`config.mk`:
```
export PLATFORM = sky130hd
export DESIGN_NAME = gpio_ahb_ext_flat
export DESIGN_NICKNAME = d
export VERILOG_FILES = /design/src/rtl/gpio_ahb_ext_pkg.sv /design/src/rtl/gpio_ahb_ext_if.sv /design/src/rtl/gpio_ahb_ext_filter.sv /design/src/rtl/gpio_ahb_ext.sv /design/src/flat_wrapper.sv
export SDC_FILE = /design/constraint.sdc
export NUM_CORES = 1
export LEC_CHECK = 0
export BUFFER_PORTS_ARGS = -buffer_cell sky130_fd_sc_hd__buf_2
export CORE_MARGIN = 3
export CORE_UTILIZATION = 57
export DETAILED_ROUTE_END_ITERATION = 12
export GPL_ROUTABILITY_DRIVEN = 0
export MAX_ROUTING_LAYER = met4
export PLACE_DENSITY = 0.85
export SLEW_MARGIN = 0
export SYNTH_ARGS = -nofsm -noshare
export SYNTH_HDL_FRONTEND = slang
export SYNTH_SLANG_ARGS = --single-unit
```
`constraint.sdc`:
```
create_clock -name hclk -period 5.2 [get_ports hclk]
set_input_delay 0.78 -clock hclk [delete_from_list [all_inputs] [get_ports hclk]]
set_output_delay 0.78 -clock hclk [all_outputs]
set_load 0.02 [all_outputs]
```
`src/rtl/gpio_ahb_ext_pkg.sv`:
```
// Shared definitions for the gpio_ahb_ext AHB-Lite GPIO: register word offsets,
// interrupt encodings, AHB transfer codes and byte-lane helpers.
package gpio_ahb_ext_pkg;

  // Word offsets, i.e. haddr[5:2]
  localparam logic [3:0] REG_GPI      = 4'h0;
  localparam logic [3:0] REG_GPO      = 4'h1;
  localparam logic [3:0] REG_GPD      = 4'h2;
  localparam logic [3:0] REG_GPO_SET  = 4'h3;
  localparam logic [3:0] REG_GPO_CLR  = 4'h4;
  localparam logic [3:0] REG_GPO_TGL  = 4'h5;
  localparam logic [3:0] REG_IRQ_EN   = 4'h6;
  localparam logic [3:0] REG_IRQ_TYPE = 4'h7;
  localparam logic [3:0] REG_IRQ_POL  = 4'h8;
  localparam logic [3:0] REG_IRQ_PEND = 4'h9;
  localparam logic [3:0] REG_DB_DIV   = 4'hA;

  localparam logic IRQ_TYPE_LEVEL = 1'b0;
  localparam logic IRQ_TYPE_EDGE  = 1'b1;
  localparam logic IRQ_POL_LOW    = 1'b0;
  localparam logic IRQ_POL_HIGH   = 1'b1;

  localparam logic [1:0] HTRANS_NONSEQ = 2'b10;
  localparam logic [1:0] HTRANS_SEQ    = 2'b11;

  localparam logic [2:0] HSIZE_BYTE = 3'b000;
  localparam logic [2:0] HSIZE_HALF = 3'b001;
  localparam logic [2:0] HSIZE_WORD = 3'b010;

  localparam int DB_DIV_W = 16;

  typedef struct packed {
    logic       valid;
    logic       write;
    logic [3:0] addr;
    logic [3:0] strb;
  } dphase_t;

  function automatic logic [3:0] byte_strobe(input logic [2:0] size, input logic [1:0] lane);
    logic [3:0] s;
    case (size)
      HSIZE_BYTE: s = 4'b0001 << lane;
      HSIZE_HALF: s = lane[1] ? 4'b1100 : 4'b0011;
      HSIZE_WORD: s = 4'b1111;
      default:    s = 4'b0000;
    endcase
    return s;
  endfunction

  function automatic logic [31:0] lane_mask(input logic [3:0] strb);
    return {{8{strb[3]}}, {8{strb[2]}}, {8{strb[1]}}, {8{strb[0]}}};
  endfunction

endpackage

```
`src/rtl/gpio_ahb_ext_if.sv`:
```
// AHB-Lite slave-port bundle for gpio_ahb_ext.
interface gpio_ahb_ext_if #(
  parameter int addr_w = 6
);
  logic              hsel;
  logic [addr_w-1:0] haddr;
  logic [1:0]        htrans;
  logic              hwrite;
  logic [2:0]        hsize;
  logic [2:0]        hburst;
  logic [31:0]       hwdata;
  logic [31:0]       hrdata;
  logic              hready;
  logic [1:0]        hresp;

  modport master (
    output hsel, haddr, htrans, hwrite, hsize, hburst, hwdata,
    input  hrdata, hready, hresp
  );

  modport slave (
    input  hsel, haddr, htrans, hwrite, hsize, hburst, hwdata,
    output hrdata, hready, hresp
  );
endinterface

```
`src/rtl/gpio_ahb_ext_filter.sv`:
```
// Input conditioning: 2-flop synchronizer, then either a plain register or, with
// GPIO_AHB_EXT_DEBOUNCE_EN defined, a prescaled 3-sample debounce per pin.
module gpio_ahb_ext_filter
  import gpio_ahb_ext_pkg::*;
#(
  parameter int gpio_w = 8
) (
  input  logic                clk_i,
  input  logic                rst_ni,
`ifdef GPIO_AHB_EXT_DEBOUNCE_EN
  input  logic [DB_DIV_W-1:0] db_div_i,
  input  logic                db_restart_i,
`endif
  input  logic [gpio_w-1:0]   gpi_i,
  output logic [gpio_w-1:0]   gpi_f_o
);

  logic [gpio_w-1:0] sync1_q, sync2_q, gpi_f_q, gpi_f_d;

`ifdef GPIO_AHB_EXT_DEBOUNCE_EN
  logic [DB_DIV_W-1:0] cnt_q, cnt_d;
  logic [gpio_w-1:0]   h0_q, h0_d, h1_q, h1_d, stable_s;
  logic                strobe_s;

  // A pin follows the synchronizer only once three consecutive strobes agree.
  always_comb begin
    strobe_s = !db_restart_i && (cnt_q == db_div_i);
    if (db_restart_i || strobe_s) begin
      cnt_d = '0;
    end else begin
      cnt_d = cnt_q + DB_DIV_W'(1);
    end
    stable_s = ~(sync2_q ^ h0_q) & ~(h0_q ^ h1_q);
    if (strobe_s) begin
      h0_d    = sync2_q;
      h1_d    = h0_q;
      gpi_f_d = (stable_s & sync2_q) | (~stable_s & gpi_f_q);
    end else begin
      h0_d    = h0_q;
      h1_d    = h1_q;
      gpi_f_d = gpi_f_q;
    end
  end

  always_ff @(posedge clk_i or negedge rst_ni) begin
    if (!rst_ni) begin
      cnt_q <= '0;
      h0_q  <= '0;
      h1_q  <= '0;
    end else begin
      cnt_q <= cnt_d;
      h0_q  <= h0_d;
      h1_q  <= h1_d;
    end
  end
`else
  assign gpi_f_d = sync2_q;
`endif

  always_ff @(posedge clk_i or negedge rst_ni) begin
    if (!rst_ni) begin
      sync1_q <= '0;
      sync2_q <= '0;
      gpi_f_q <= '0;
    end else begin
      sync1_q <= gpi_i;
      sync2_q <= sync1_q;
      gpi_f_q <= gpi_f_d;
    end
  end

  assign gpi_f_o = gpi_f_q;

endmodule

```
`src/rtl/gpio_ahb_ext.sv`:
```
// Zero-wait-state AHB-Lite GPIO with atomic SET/CLR/TGL, byte lanes and maskable
// level/edge interrupts. GPIO_AHB_EXT_DEBOUNCE_EN enables the input debounce and DB_DIV.
module gpio_ahb_ext
  import gpio_ahb_ext_pkg::*;
#(
  parameter int gpio_w = 8,
  parameter int addr_w = 6
) (
  input  logic              hclk,
  input  logic              hresetn,
  gpio_ahb_ext_if.slave     ahb,
  output logic              irq,
  input  logic [gpio_w-1:0] gpi,
  output logic [gpio_w-1:0] gpo,
  output logic [gpio_w-1:0] gpd
);

  logic [addr_w-1:0] haddr_s;
  dphase_t           dph_d, dph_q;
  logic [gpio_w-1:0] gpo_d, gpo_q, gpd_d, gpd_q, en_d, en_q;
  logic [gpio_w-1:0] type_d, type_q, pol_d, pol_q, pend_d, pend_q;
  logic [gpio_w-1:0] gpi_f_s, gpi_q, wbits_s, w1c_s, evt_s;
  logic [31:0]       mask_s;
  logic              wr_s, irq_d, irq_q, unused_s;
`ifdef GPIO_AHB_EXT_DEBOUNCE_EN
  logic [DB_DIV_W-1:0] db_div_d, db_div_q;
  logic                db_restart_s;
`endif

  assign haddr_s  = ahb.haddr;
  assign unused_s = ^{ahb.hburst, ahb.hwdata, haddr_s, ahb.hsize, mask_s};

  gpio_ahb_ext_filter #(.gpio_w(gpio_w)) u_filter (
    .clk_i        (hclk),
    .rst_ni       (hresetn),
`ifdef GPIO_AHB_EXT_DEBOUNCE_EN
    .db_div_i     (db_div_q),
    .db_restart_i (db_restart_s),
`endif
    .gpi_i        (gpi),
    .gpi_f_o      (gpi_f_s)
  );

  // Address-phase capture; IDLE and BUSY leave the data phase empty.
  always_comb begin
    dph_d = '0;
    if (ahb.hsel && (ahb.htrans == HTRANS_NONSEQ || ahb.htrans == HTRANS_SEQ)) begin
      dph_d.valid = 1'b1;
      dph_d.write = ahb.hwrite;
      dph_d.addr  = haddr_s[5:2];
      dph_d.strb  = byte_strobe(ahb.hsize, haddr_s[1:0]);
    end else begin
      dph_d = '0;
    end
  end

  assign wr_s    = dph_q.valid && dph_q.write;
  assign mask_s  = lane_mask(dph_q.strb);
  assign wbits_s = ahb.hwdata[gpio_w-1:0] & mask_s[gpio_w-1:0];

  // Per-pin interrupt event, evaluated every cycle regardless of IRQ_EN.
  always_comb begin
    evt_s = '0;
    for (int i = 0; i < gpio_w; i++) begin
      case (type_q[i])
        IRQ_TYPE_LEVEL: evt_s[i] = (pol_q[i] == IRQ_POL_LOW) ? ~gpi_f_s[i] : gpi_f_s[i];
        IRQ_TYPE_EDGE:  evt_s[i] = (pol_q[i] == IRQ_POL_HIGH) ? (gpi_f_s[i] & ~gpi_q[i])
                                                              : (~gpi_f_s[i] & gpi_q[i]);
        default:        evt_s[i] = 1'b0;
      endcase
    end
  end

  // Register file next state; unstrobed lanes keep their value.
  always_comb begin
    gpo_d  = gpo_q;
    gpd_d  = gpd_q;
    en_d   = en_q;
    type_d = type_q;
    pol_d  = pol_q;
    w1c_s  = '0;
`ifdef GPIO_AHB_EXT_DEBOUNCE_EN
    db_div_d     = db_div_q;
    db_restart_s = 1'b0;
`endif
    if (wr_s) begin
      case (dph_q.addr)
        REG_GPO:      gpo_d  = (gpo_q & ~mask_s[gpio_w-1:0]) | wbits_s;
        REG_GPD:      gpd_d  = (gpd_q & ~mask_s[gpio_w-1:0]) | wbits_s;
        REG_GPO_SET:  gpo_d  = gpo_q | wbits_s;
        REG_GPO_CLR:  gpo_d  = gpo_q & ~wbits_s;
        REG_GPO_TGL:  gpo_d  = gpo_q ^ wbits_s;
        REG_IRQ_EN:   en_d   = (en_q & ~mask_s[gpio_w-1:0]) | wbits_s;
        REG_IRQ_TYPE: type_d = (type_q & ~mask_s[gpio_w-1:0]) | wbits_s;
        REG_IRQ_POL:  pol_d  = (pol_q & ~mask_s[gpio_w-1:0]) | wbits_s;
        REG_IRQ_PEND: w1c_s  = wbits_s;
`ifdef GPIO_AHB_EXT_DEBOUNCE_EN
        REG_DB_DIV: begin
          db_div_d     = (db_div_q & ~mask_s[DB_DIV_W-1:0]) | (ahb.hwdata[DB_DIV_W-1:0] & mask_s[DB_DIV_W-1:0]);
          db_restart_s = 1'b1;
        end
`endif
        default: w1c_s = '0;
      endcase
    end else begin
      w1c_s = '0;
    end
    // A coincident event beats the clear.
    pend_d = (pend_q & ~w1c_s) | evt_s;
    irq_d  = |(pend_q & en_q);
  end

  always_ff @(posedge hclk or negedge hresetn) begin
    if (!hresetn) begin
      dph_q  <= '0;
      gpo_q  <= '0;
      gpd_q  <= '0;
      en_q   <= '0;
      type_q <= '0;
      pol_q  <= '0;
      pend_q <= '0;
      gpi_q  <= '0;
      irq_q  <= 1'b0;
`ifdef GPIO_AHB_EXT_DEBOUNCE_EN
      db_div_q <= '0;
`endif
    end else begin
      dph_q  <= dph_d;
      gpo_q  <= gpo_d;
      gpd_q  <= gpd_d;
      en_q   <= en_d;
      type_q <= type_d;
      pol_q  <= pol_d;
      pend_q <= pend_d;
      gpi_q  <= gpi_f_s;
      irq_q  <= irq_d;
`ifdef GPIO_AHB_EXT_DEBOUNCE_EN
      db_div_q <= db_div_d;
`endif
    end
  end

  // Read data follows the captured address and live register state.
  always_comb begin
    ahb.hrdata = 32'h0000_0000;
    if (dph_q.valid && !dph_q.write) begin
      case (dph_q.addr)
        REG_GPI:      ahb.hrdata = 32'(gpi_f_s);
        REG_GPO:      ahb.hrdata = 32'(gpo_q);
        REG_GPD:      ahb.hrdata = 32'(gpd_q);
        REG_IRQ_EN:   ahb.hrdata = 32'(en_q);
        REG_IRQ_TYPE: ahb.hrdata = 32'(type_q);
        REG_IRQ_POL:  ahb.hrdata = 32'(pol_q);
        REG_IRQ_PEND: ahb.hrdata = 32'(pend_q);
`ifdef GPIO_AHB_EXT_DEBOUNCE_EN
        REG_DB_DIV:   ahb.hrdata = 32'(db_div_q);
`endif
        default:      ahb.hrdata = 32'h0000_0000;
      endcase
    end else begin
      ahb.hrdata = 32'h0000_0000;
    end
  end

  assign ahb.hready = 1'b1;
  assign ahb.hresp  = 2'b00;
  assign gpo        = gpo_q;
  assign gpd        = gpd_q;
  assign irq        = irq_q;

endmodule

```
`src/flat_wrapper.sv`:
```
// flat-port wrapper written by rule: the top's interface ports become plain ports
module gpio_ahb_ext_flat import gpio_ahb_ext_pkg::*;
#(
  parameter int gpio_w = 8,
  parameter int addr_w = 6
)
  (hclk, hresetn, irq, gpi, gpo, gpd, ahb_hsel, ahb_haddr, ahb_htrans, ahb_hwrite, ahb_hsize, ahb_hburst, ahb_hwdata, ahb_hrdata, ahb_hready, ahb_hresp);
  gpio_ahb_ext_if #(.addr_w(addr_w)) ahb_i ();
  input  logic hclk;
  input  logic hresetn;
  output logic irq;
  input  logic [gpio_w-1:0] gpi;
  output logic [gpio_w-1:0] gpo;
  output logic [gpio_w-1:0] gpd;
  input wire logic [$bits(ahb_i.hsel)-1:0] ahb_hsel;
  input wire logic [$bits(ahb_i.haddr)-1:0] ahb_haddr;
  input wire logic [$bits(ahb_i.htrans)-1:0] ahb_htrans;
  input wire logic [$bits(ahb_i.hwrite)-1:0] ahb_hwrite;
  input wire logic [$bits(ahb_i.hsize)-1:0] ahb_hsize;
  input wire logic [$bits(ahb_i.hburst)-1:0] ahb_hburst;
  input wire logic [$bits(ahb_i.hwdata)-1:0] ahb_hwdata;
  output wire logic [$bits(ahb_i.hrdata)-1:0] ahb_hrdata;
  output wire logic [$bits(ahb_i.hready)-1:0] ahb_hready;
  output wire logic [$bits(ahb_i.hresp)-1:0] ahb_hresp;
  assign ahb_i.hsel = ahb_hsel;
  assign ahb_i.haddr = ahb_haddr;
  assign ahb_i.htrans = ahb_htrans;
  assign ahb_i.hwrite = ahb_hwrite;
  assign ahb_i.hsize = ahb_hsize;
  assign ahb_i.hburst = ahb_hburst;
  assign ahb_i.hwdata = ahb_hwdata;
  assign ahb_hrdata = ahb_i.hrdata;
  assign ahb_hready = ahb_i.hready;
  assign ahb_hresp = ahb_i.hresp;
  gpio_ahb_ext #(.gpio_w(gpio_w), .addr_w(addr_w)) u_core (.hclk(hclk), .hresetn(hresetn), .ahb(ahb_i), .irq(irq), .gpi(gpi), .gpo(gpo), .gpd(gpd));
endmodule
```
Yosys cells after proc, flatten, opt, wreduce, memory -nomap -nowiden
Index checks and enable logic that the tools add are counted.

word-level totals
  input port bits = 58
  output and inout port bits = 52
  flip-flop bits (word level) = 88
  word-level logic and storage cells = 135

cells by class
  shift operators = 1
  bitwise gates (word level) = 60
  multiplexer cells = 32
  reductions and logical operators = 14
  equal/unequal tests = 13

operators with widths
  operator                                          count
  AND 8 bit                                         9
  OR 8 bit                                          7
  case mux 8 bit (7 select lines)                   1
  case mux 8 bit (4 select lines)                   1
  2-to-1 mux 8 bit                                  3
  inverter 1 bit                                    24
  inverter 8 bit                                    3
  AND 1 bit                                         16
  == test 4 x 3 -> 1 bit (second input constant)    4
  2-to-1 mux 1 bit                                  16
  case mux 1 bit (2 select lines)                   8
  case mux 4 bit (3 select lines)                   1
  2-to-1 mux 10 bit                                 1
  AND reduction 2 bit                               5
  == test 4 x 2 -> 1 bit (second input constant)    2
  == test 4 bit (second input constant)             2
  OR reduction 8 bit                                1
  bitwise XOR 8 bit                                 1
  == test 2 bit (second input constant)             2
  == test 4 x 1 -> 1 bit (second input constant)    1
  zero test 4 bit                                   1
  2-to-1 mux 4 bit                                  1
  nonzero test 4 bit                                1
  << shifter 1 x 2 -> 4 bit (first input constant)  1
  other kinds (6)                                   8

Depth between registers and ports, before layout
  word-level depth = 6
  gate-level depth with buffers = 7
  gate-level depth less buffers = 6

Modules after synthesis
Synthesis repeated with hierarchy kept, for this count alone.

second synthesis, totals
  cells, all modules = 361
  area, all modules = 4,199.0 µm²

modules (own cells, without submodules)
  module               instances  sequential area each (µm²)  cells an instance  area each (µm²)
  gpio_ahb_ext         1          1,601.5                     337                3,598.5
  gpio_ahb_ext_filter  1          600.6                       24                 600.6

Worst setup path before layout
Ideal clock, no wire load.

  path type = register to output
  start point = reg u_core.dph_q[6] (netlist name)
  end point = out ahb_hrdata[7]
  required time = 4.420 ns
  setup slack = 2.701 ns
  buffers on the path = 2
  data arrival time = 1.719 ns
  cell stages (with the launch flop) = 6
  cells stage by stage = dfrtp_1 > buf_2 > clkbuf_1 > nor4b_1 > a22oi_1 > a21oi_1

on the way
  cells in the longest elaborated chain, start to end = 3
  elaborated cells between the ends (all ways) = 9
  classes of those cells = eq/ne: 6; mux: 2; reduce/logical: 1

ends and longest elaborated chain
  what                                         RTL line             RTL
  start: declaration                           gpio_ahb_ext.sv:19   dphase_t dph_d, dph_q;
  start signal: assignment                     gpio_ahb_ext.sv:128  dph_q <= dph_d;
  == test 4 bit, or another cell as far along  gpio_ahb_ext.sv:147  case (dph_q.addr)
  case mux 8 bit (7 select lines) *            gpio_ahb_ext.sv:147
  2-to-1 mux 8 bit *                           gpio_ahb_ext.sv:146  if (dph_q.valid && !dph_q.write) begin
  end: declaration                             flat_wrapper.sv:22   output wire logic [$bits(ahb_i.hrdata)-1:0] ahb_hrdata;

Every way passes the cells marked *; elsewhere a longest branch is shown, timed or not.

Worst setup path in the final report
  start point = reg u_core.dph_q[5] (netlist name)
  end point = out ahb_hrdata[6]

Same word-level chain as after synthesis.

==> reports/metrics.cfg <==
[global_route]
antenna_found_initial=0
grt-ovfl-total=0
grt.total_usage_pct=23.63
grt_max_degree=89
grt_pass1_wl_microns=15060
grt_pass1_vias=3016

[final_layout]
drive_gt1_share_pct=28.06
antenna_cells=0
n_fill_cell=522
multiInputGateArea_sq_um=1822
fin_nets=480
area_growth_pct=9.085
finalNonFillerCells=513
seq_area_sq_um=2202
final_area_sq_um=4612

[clocking]
cts_setup_buffers=0
cts-buffers-inserted=9
ctsHoldBuffers=0
cts_tree=built
ctsResizeCount=0
clkSinkCount=88
clkTransAtPathRegs_ns=0.08
cts_buffer_depth=2
cts_max_level=3
cts-root-buf=clkbuf_8
clk_latency_ns=0.36

[worst_setup_path]
critical_path.slowest_cell=dfrtp_1
end_kind=primary output
cp-startpoint=u_core.dph_q[5]
r2r_start=u_core.dph_q[4]
critPathRequiredTime_ns=4.42
r2r_cells=4
start_kind=flop
cpPeakStageDelay_ns=0.72
rr_endpoint=u_core.gpo[5]
cp_cell_sequence=nor2b_1 -> a21oi_1 -> or3b_1 -> a31oi_1 -> buf_2
cp.arrival_ns=2.99
reg2reg_slack_ns=2.26
crit_fanout=16
crit_type=flop to primary output

[synth]
async_flop_share_pct=100.0
seq_area_frac_synth_pct=52.09
ys_seq_elements=88
synth.distinct_cells=45
synth_cells=368
ys_warn_count=0
yosys_most_used_dff=dfrtp_1
synthesis.area_sq_um=4228
synth.avg_cell_area_sq_um=11.49
synth-edff-count=0

[placement]
dpl.hpwl_microns=6176
dpl_cell_area_sq_um=4436
dp.cells=499
io_buffer_count=54

[drt]
vias=3148
drtPass1Iterations=5
wl_microns=9361
wire_per_inst_microns=18.25
drtAntennaViolNets=0
drc_errors=0
avgViaCountPerCell=6.136
drtIter0Drc=362

[min_path]
hold_start=u_core.u_filter.gpi_f_d[3]
hold_path.class=flop to flop
hold_end=u_core.u_filter.gpi_f_o[3]
hold_depth=0

[status]
outcome=completed

[floorplan]
die_area_sq_um=8487
die_w_microns=92.13
fp.dieH_microns=92.13
initial_core_util_pct=60.56
fp.coreArea_sq_um=6982
io_pins=110
rows=30

[timing]
period_share_pct=72.48
finalSetupViolCount=0
worst_slew_pin_slew_ns=1.056
max_freq_mhz=265.3
layout_min_cycle_time_ns=3.769
rsz0062_at_grt=false
hold_violations=0
setup_tns_ns=0
slew_violations=0
whs_ns=0.3512
maxSlewHeadroom_pct=29.57
skew_ns=0.01194

[pwr]
power_density_nw_per_um2=278.7
p_leak_nw=2.065
ir_drop_mv=0.2346

[job]
max_cap_violations=0

==> report_power, final <==
part | leakage, nW | switching (mW) | internal [mW]
Sequential | 1.07 | 0.0219 | 0.706
Combinational | 0.911 | 0.0760 | 0.0389
Clock | 0.0815 | 0.226 | 0.217
==> metrics by stage <==
step	power, mW	utilization (%)	setup WS, ns
floorplan	0.8216	-	2.701
global placement	0.8492	63.53	2.003
detailed placement	0.8543	63.53	1.920
CTS	1.290	66.06	1.508
global route	1.331	66.06	1.383
finish	1.285	66.06	1.431
==> worst max-delay path by stage <==
stage / to / slack, ns / cells past startpoint
floorplan: ahb_hrdata[7] / 2.70 / 5
global route: ahb_hrdata[6] / 1.38 / 5
finish: ahb_hrdata[6] / 1.43 / 5
global placement: ahb_hrdata[6] / 2.00 / 5
CTS: ahb_hrdata[6] / 1.51 / 5
detailed placement: ahb_hrdata[2] / 1.92 / 5
==> cell usage after synthesis, types with 2 or more instances <==
cell type / n / area [sq um]
and3_1: 9 / 56.30
mux2_2: 38 / 427.9
nand2b_1: 3 / 18.77
a31oi_1: 4 / 25.02
buf_4: 28 / 210.2
a22o_1: 10 / 87.58
mux2i_1: 9 / 90.09
nor2b_1: 17 / 106.4
o21ai_0: 21 / 105.1
ha_1: 8 / 100.1
nand2_1: 28 / 105.1
o211ai_1: 6 / 45.04
a32oi_1: 2 / 17.52
and3b_1: 2 / 17.52
nand3b_1: 2 / 15.01
clkbuf_1: 5 / 18.77
o22ai_1: 2 / 12.51
or2_2: 5 / 31.28
o311ai_0: 8 / 70.07
a22oi_1: 9 / 67.56
buf_2: 13 / 65.06
dfrtp_1: 88 / 2202
nor3b_2: 2 / 25.02
nor2_1: 3 / 11.26
nand3_1: 14 / 70.07
conb_1: 2 / 7.510
a21oi_1: 11 / 55.05
nand4_1: 2 / 12.51
==> cell usage in the layout (no fill, tap or decap), types with 10 or more instances in the layout <==
| cell type | n |
|---|---|
| mux2_2 | 38 |
| o21ai_0 | 21 |
| a22o_1 | 10 |
| a21oi_1 | 11 |
| conb_1 | 27 |
| buf_2 | 53 |
| nor2b_1 | 17 |
| dfrtp_1 | 88 |
| nand2_1 | 28 |
| nand3_1 | 14 |
==> kinds of logic after synthesis <==
group           share of synthesized area (%)
flops                                   52.09
fa+ha+maj                               2.368
mux                                     12.25
buf+inv                                 7.043
compound gates                          13.23
other cells                            0.1776
simple gates                            12.84
==> routing by layer <==
layer	vias up	part of all wire, %	GRT usage (%)
li1	1389	-	-
met1	1552	41	30.71
met2	174	48	34.55
met3	33	8.5	4.840
met4	0	3.3	13.61
met5	-	0	-
==> worst max-delay path: cells and delay by family (launching register included) <==
family	cells	cell delay (ns)
buffers and inverters	1	0.21
AO/OA/AOI/OAI	2	0.43
flip-flops	1	0.72
AND/OR/NAND/NOR	2	1.25
==> final cells by class <==
| class | count | share of cell area, % |
|---|---|---|
| multi-input cells | 258 | 39.50 |
| inverters | 1 | 0.08139 |
| well taps | 96 | 2.604 |
| clock inverters | 3 | 0.9767 |
| repair buffers | 56 | 6.240 |
| clock buffers | 11 | 2.849 |
| flip-flops and latches | 88 | 47.75 |
Power figures use the tool's default switching activity.
